### src/rtl/regfile_wr_arbiter.sv
// Round-robin arbiter sharing one register-file write port among NREQ writeback sources.
// Grants are combinational; the selected write is registered and drives the register file one cycle later.
module regfile_wr_arbiter #(
  parameter int NREQ = 3,
  parameter int AW   = 5,
  parameter int DW   = 32,
  localparam int PW  = (NREQ > 1) ? $clog2(NREQ) : 1
) (
  input  logic               clk,
  input  logic               rst_n,
  input  logic [NREQ-1:0]    i_req_valid,
  input  logic [NREQ*AW-1:0] i_req_rd,
  input  logic [NREQ*DW-1:0] i_req_wdata,
  output logic [NREQ-1:0]    o_req_ready,
  input  logic               i_wr_hold,
  output logic               o_rf_we,
  output logic [AW-1:0]      o_rf_rd,
  output logic [DW-1:0]      o_rf_wdata,
  output logic               o_busy,
  output logic [PW-1:0]      o_dbg_ptr
);

  // Handshake: requester i transfers rd/wdata on a posedge where i_req_valid[i] and
  // o_req_ready[i] are both high; it must hold valid/rd/wdata stable until then.

  logic [PW-1:0]   r_ptr;
  logic            r_rf_we;
  logic [AW-1:0]   r_rf_rd;
  logic [DW-1:0]   r_rf_wdata;
  logic            r_busy;

  logic [NREQ-1:0] w_grant;
  logic            w_any;
  logic [PW-1:0]   w_gidx;
  logic [PW-1:0]   w_ptr_nxt;
  logic [AW-1:0]   w_sel_rd;
  logic [DW-1:0]   w_sel_wdata;
  int              w_idx;

  // Search starts at the pointer and wraps; grants are suppressed while in reset or on hold.
  always_comb begin
    w_grant = '0;
    w_any   = 1'b0;
    w_gidx  = '0;
    w_idx   = 0;
    for (int k = 0; k < NREQ; k++) begin
      w_idx = int'(r_ptr) + k;
      if (w_idx >= NREQ) w_idx = w_idx - NREQ;
      if (!w_any && rst_n && !i_wr_hold && i_req_valid[PW'(w_idx)]) begin
        w_any  = 1'b1;
        w_gidx = PW'(w_idx);
      end
    end
    if (w_any) w_grant[w_gidx] = 1'b1;
  end

  always_comb begin
    w_ptr_nxt   = (w_gidx == PW'(NREQ - 1)) ? '0 : w_gidx + 1'b1;
    w_sel_rd    = i_req_rd[w_gidx*AW +: AW];
    w_sel_wdata = i_req_wdata[w_gidx*DW +: DW];
  end

  always_ff @(posedge clk or negedge rst_n) begin
    if (!rst_n) begin
      r_ptr      <= '0;
      r_rf_we    <= 1'b0;
      r_rf_rd    <= '0;
      r_rf_wdata <= '0;
      r_busy     <= 1'b0;
    end else begin
      r_busy <= |(i_req_valid & ~w_grant);
      if (w_any) begin
        r_ptr      <= w_ptr_nxt;
        r_rf_rd    <= w_sel_rd;
        r_rf_wdata <= w_sel_wdata;
        // Writes to x0 complete the handshake but never reach the register file.
        r_rf_we    <= |w_sel_rd;
      end else begin
        r_rf_we <= 1'b0;
      end
    end
  end

  assign o_req_ready = w_grant;
  assign o_rf_we     = r_rf_we;
  assign o_rf_rd     = r_rf_rd;
  assign o_rf_wdata  = r_rf_wdata;
  assign o_busy      = r_busy;
  assign o_dbg_ptr   = r_ptr;

endmodule

### config.mk
export PLATFORM = sky130hd
export DESIGN_NAME = regfile_wr_arbiter
export DESIGN_NICKNAME = d
export VERILOG_FILES = /design/src/rtl/regfile_wr_arbiter.sv
export SDC_FILE = /design/constraint.sdc
export NUM_CORES = 1
export LEC_CHECK = 0
export CORE_MARGIN = 10
export CORE_UTILIZATION = 28
export CTS_BUF_LIST = sky130_fd_sc_hd__clkbuf_8
export DETAILED_ROUTE_END_ITERATION = 8
export GPL_TIMING_DRIVEN = 0
export HOLD_SLACK_MARGIN = 0.1
export PLACE_DENSITY = 0.72
export REMOVE_ABC_BUFFERS = 1
export SLEW_MARGIN = 20
export SYNTH_ARGS = -nofsm -noshare
export SYNTH_HDL_FRONTEND = slang
export SYNTH_SLANG_ARGS = --single-unit
### constraint.sdc
create_clock -name clk -period 4.3 [get_ports clk]
set_clock_uncertainty 0.15 [all_clocks]
set_input_delay 1.075 -clock clk [delete_from_list [all_inputs] [get_ports clk]]
set_output_delay 1.075 -clock clk [all_outputs]
set_load 0.01 [all_outputs]
; ---- Word level (Yosys, flattened, before mapping)
; Cells that the tools add are included.
[word_totals]
reg_bits = 41
output_inout_bits = 44
wordCells = 62
[classes]
n_addsub = 6
mul = 1
n_lt_le_gt_ge = 8
eq_ne = 1
n_shift = 2
n_mux = 23
n_bitwise = 2
reduce_logical = 14
[ops]
columns = operator, n
row1 = $shiftx A96 B8 Y32, 1
row2 = $shiftx A15 B6 Y5, 1
row3 = $mux W2, 7
row4 = $lt A2 B4 Y1 const B, 3
row5 = $mux W1, 11
row6 = $logic_and A1 B1 Y1, 9
row7 = $bmux W1 S2, 3
row8 = $ge A3 B2 Y1 const B, 2
row9 = $sub A2 B2 Y2 const B, 3
row10 = $mul A2 B3 Y5 const B, 1
row11 = $reduce_or A5 Y1, 1
row12 = $add A2 B1 Y3 const B, 1
row13 = $add A2 B2 Y3 const B, 1
row14 = $and A3 B3 Y3, 1
row15 = $logic_not A1 Y1, 3
row16 = $lt A2 B3 Y1 const B, 1
row17 = $mux W3, 1
row18 = $not A3 Y3, 1
row19 = $reduce_or A3 Y1, 1
row20 = $add A2 B1 Y2 const B, 1
row21 = $demux W1 S2, 1
row22 = $eq A2 B2 Y1 const B, 1
row23 = $ge A2 B1 Y1 const B, 1
row24 = $ge A2 B2 Y1 const B, 1

; ---- Logic depth before layout (Yosys ltp)
[logic_depth]
ltp_word = 25
ltp_mapped = 12

; ---- Worst setup path before layout
; OpenSTA, ideal clock, no wires.
[synth_timing]
kind = in2out
start = input port i_wr_hold
end = output port o_req_ready[0]
t_arrival_ps = 2376
required_ps = 3075
slack_ps = 699
stages = 6
n_path_buf = 1
cell_sequence = nand2b_1 > a2111oi_1 > nor3_1 > a21o_1 > nor3_2 > buf_2
[synth_via]
elab_chain_cells = 19
word_cells_on_any_way = 23
cone_classes = 2 x order compare / 9 x mux / 12 x reduce/logical
[synth_rtl]
columns = item, line
row1 = start: declaration, 15  ; input logic i_wr_hold,
row2 = $logic_not A1 Y1 *, 49  ; if (!w_any && rst_n && !i_wr_hold && i_req_valid[PW'(w_idx)]) begin
row3 = $logic_and A1 B1 Y1 (2 in series), 49
row4 = $mux W1, 49
row5 = $logic_not A1 Y1, 49
row6 = $logic_and A1 B1 Y1 (3 in series), 49
row7 = $mux W1, 49
row8 = $logic_not A1 Y1, 49
row9 = $logic_and A1 B1 Y1 (3 in series), 49
row10 = $mux W2, 49
row11 = $lt A2 B3 Y1 (not written as such) or $ge A2 B1 Y1 (tied branches), 54  ; if (w_any) w_grant[w_gidx] = 1'b1;
row12 = $logic_and A1 B1 Y1 (not written as such), 54
row13 = $mux W1 (not written as such), 54
row14 = $demux W1 S2, 54
row15 = $mux W3 *, 54
row16 = end: declaration, 14  ; output logic [NREQ-1:0] o_req_ready,
; Mark *: on every way between the ends. The rest lies on a longest branch, timed or not.

; ---- Worst setup path in the final report
[layout_timing]
start = input port i_wr_hold
end = output port o_req_ready[2]
; Same word-level chain as after synthesis.

==> impl_metrics.ini <==
[outcome]
run_status = completed

[timing]
rsz0062_at_grt = no
setup_total_negative_slack_ns = 0
timing_hold_violations_final = 0
achievable-frequency_ghz = 0.236
worstMarginPinSlew_ns = 0.618
period_share_pct = 98.4
fin_crit_ns = 4.23
maxSlewHeadroom_pct = 58.5
worst_path_setup_slack_after_routing_ns = 0.0694
setup_violations = 0
final-max-slew-violation-count = 0

[layout]
final_cell_count_no_fill = 502
fin_nets = 519
layout-area-overhead-vs-synth_pct = 88.7
mostFrequentLayoutCells = sky130_fd_sc_hd__clkdlybuf4s50_1, sky130_fd_sc_hd__nand2_1, sky130_fd_sc_hd__dfrtp_1
insertedDiodeCount = 0
layout_commonest_cell = sky130_fd_sc_hd__clkdlybuf4s50_1
final_layout_size_suffix_gt1_share_pct = 9.00
postLayoutCoreUtil_pct = 54.3
post-route-cell-area_um2 = 4190

[placement]
port-buffer-count = 160
post-place-ws_ns = -1.00
detailed_place_hpwl_um = 7110
placedInstanceArea_um2 = 3990
gp_congestion = 0.850
post-place-cells = 487

[cts]
cts_buffer_depth = 2
cts_inserted_buffers = 5
insertion_delay_ns = 0.29
clk_pin_slew_ns = 0.07
cts.sink_count = 41
cts.htree.levels = 2
hold_bufs_inserted_after_cts = 0
cts-root-buf = sky130_fd_sc_hd__clkbuf_8
tritoncts = built

[routing]
route.vias.total = 2531
dr.first_iter.drc_count = 183
routedWlPerCell_um = 18.7
drc_viols = 0
routed_via_density = 5.04
postRouteAntennaNets = 0
finalWirelength_um = 9400
firstDrtPassIters = 7

[die]
die-area_um2 = 11900
floorplan.rows = 32
num_io_pins = 161
initial_core_util_pct = 28.8
die_x_um = 109
fp.dieH_um = 109
design.core.area_um2 = 7730

[critical_path]
timing.critical_path.from_type = input port
worst_r2r_endpoint = o_rf_we
rr_worst_depth = 11
reg2reg_setup_slack_ns = 1.10
cp_data_required_time_ns = 3.07
startpoint_of_the_worst_slack_reg_to_reg_timing_path = o_dbg_ptr[0]
worstSetupPathType = input port to output pin
worstPathMaxFanout = 4
crit_arrival_ns = 3.01
endpoint_kind = output pin

[global_route]
grt_antenna_before_repair = 0
grt_pass1_wl_um = 14000
grt_max_degree = 33
grt.busiest_layer = met2
grt_use_met2_pct = 23.8
grtUsageMet3_pct = 8.38
global_route.usage.total_pct = 14.9
grt_pass1_vias = 2674
gr-usage-met1_pct = 17.3
grt.overflow.total = 0

[synth]
post_synth.cell_area_avg_um2 = 9.34
netlist_area_um2 = 2220
synth.ff_latch_count = 41
synth_seq_area_share_pct = 46.2
yosysWarnings = 0
syn_inst = 238
synth.distinct_cells = 36

[min_path]
worstHoldPathCells = 2
holdCritPathClass = flop to flop
hold_path_end = o_rf_rd[4]
min_from = o_rf_rd[4]

[power_and_ir_drop]
combinationalPowerShare_pct = 61.9
irDropWorstVdd_uv = 240
netSwitchingPower_uw = 972
p_sw_share_pct = 38.8
power-per-cell-area_nw_per_um2 = 598
internal_power_mw = 1.53
share_clk_of_total_power_pct = 11.1
power_leakage_nw = 1.72
seqPwrFrac_pct = 26.9

[run]
drv_cap = 0
-- through the flow --
stage,hold WS (ns),total power [mW]
3_5_place_dp,0.321,2.18
2_1_floorplan,0.366,1.37
5_1_grt,0.363,2.70
4_1_cts,0.340,2.53
3_3_place_gp,0.313,2.07
6_report,0.334,2.51
-- final cells by class --
type | instances | area [um^2]
sequential | 41 | 1030
clock inverter | 1 | 5.00
clock buffer | 7 | 96.3
fill | 710 | 3530
inverter | 11 | 41.3
tap | 102 | 128
multi-input combinational | 168 | 1120
timing repair buffer | 172 | 1780
-- registers in the layout, summed over array words and instances, names as in the netlist --
register,flops
o_busy,1
o_rf_rd,5
o_rf_we,1
o_dbg_ptr,2
o_rf_wdata,32
-- timing repair --
item,4_1_cts,5_1_grt
endpoints found under the setup margin,3,2
pin swaps,2,2
gates resized for setup,15,3
setup buffers,4,2
gates cloned,1,0
-- synthesized netlist by cell type --
cell type | count | area (um^2)
sky130_fd_sc_hd__mux2_4 | 1 | 15.0
sky130_fd_sc_hd__o21ai_1 | 2 | 10.0
sky130_fd_sc_hd__inv_1 | 11 | 41.3
sky130_fd_sc_hd__a222oi_1 | 20 | 200
sky130_fd_sc_hd__buf_6 | 4 | 45.0
sky130_fd_sc_hd__o21ai_0 | 13 | 65.1
sky130_fd_sc_hd__and2_1 | 1 | 6.26
sky130_fd_sc_hd__o221ai_1 | 1 | 8.76
sky130_fd_sc_hd__nand3_1 | 1 | 5.00
sky130_fd_sc_hd__a311o_1 | 1 | 10.0
sky130_fd_sc_hd__mux2i_1 | 2 | 20.0
sky130_fd_sc_hd__nor3_1 | 2 | 10.0
sky130_fd_sc_hd__a211oi_1 | 2 | 15.0
sky130_fd_sc_hd__nor3_2 | 1 | 10.0
sky130_fd_sc_hd__buf_2 | 13 | 65.1
sky130_fd_sc_hd__nor2b_1 | 1 | 6.26
sky130_fd_sc_hd__a21oi_1 | 18 | 90.1
sky130_fd_sc_hd__dfrtp_1 | 41 | 1030
sky130_fd_sc_hd__nand2b_1 | 3 | 18.8
sky130_fd_sc_hd__or3_1 | 4 | 25.0
sky130_fd_sc_hd__a22o_1 | 13 | 114
sky130_fd_sc_hd__a221o_1 | 4 | 40.0
sky130_fd_sc_hd__mux2_2 | 1 | 11.3
sky130_fd_sc_hd__buf_1 | 1 | 3.75
sky130_fd_sc_hd__a31oi_1 | 1 | 6.26
sky130_fd_sc_hd__a2111oi_1 | 1 | 10.0
sky130_fd_sc_hd__ha_1 | 3 | 37.5
sky130_fd_sc_hd__o311ai_1 | 1 | 8.76
sky130_fd_sc_hd__a41oi_1 | 1 | 8.76
sky130_fd_sc_hd__clkbuf_1 | 1 | 3.75
sky130_fd_sc_hd__nand2_1 | 61 | 229
sky130_fd_sc_hd__nand3b_1 | 1 | 7.51
sky130_fd_sc_hd__a21o_1 | 3 | 22.5
sky130_fd_sc_hd__nor4_1 | 2 | 12.5
sky130_fd_sc_hd__and2b_1 | 1 | 7.51
sky130_fd_sc_hd__nor2_2 | 1 | 6.26
-- per-layer routing --
metal  wire (um)  up-vias
met2        4340      125
met1        3800     1195
met5           0        -
li1            -     1207
met3        1220        4
met4          42        0
-- logic make-up (layout without fill, tap and decap cells) --
kind of cell	after synthesis	after routing	synth area share, %
AO/OA/AOI/OAI	81	82	27.4
AND/OR/NAND/NOR	79	79	15.5
flip-flops	41	41	46.2
buffers and inverters	30	191	7.15
multiplexers	4	4	2.08
adder cells (fa/ha/maj)	3	3	1.69
-- power by group through the flow --
stage | logic (mW) | registers (mW) | clock network (mW)
global route | 1.69 | 0.704 | 0.304
finish | 1.55 | 0.675 | 0.279
detailed placement | 1.50 | 0.681 | 0
global placement | 1.39 | 0.677 | 0
CTS | 1.56 | 0.676 | 0.290
floorplan | 0.607 | 0.765 | 0
-- worst max-delay path by stage --
stage	cells after the start	end	start	slack [ns]
5_1_grt	9	o_req_ready[0]	i_wr_hold	0.02
4_1_cts	6	o_req_ready[2]	i_wr_hold	0.01
6_report	5	o_req_ready[2]	i_wr_hold	0.07
3_3_place_gp	7	o_req_ready[0]	i_req_valid[2]	-5.89
2_1_floorplan	5	o_req_ready[0]	i_req_valid[2]	-2.00
3_5_place_dp	9	o_req_ready[0]	i_req_valid[0]	-1.00
-- worst max-delay path, stage by stage --
cell,delay (ns)
sky130_fd_sc_hd__clkdlybuf4s50_1,0.48
sky130_fd_sc_hd__nand2b_4,0.20
sky130_fd_sc_hd__nor3_1,0.50
sky130_fd_sc_hd__a21o_4,0.21
sky130_fd_sc_hd__clkdlybuf4s50_1,0.55
Power figures use the tool's default switching activity.
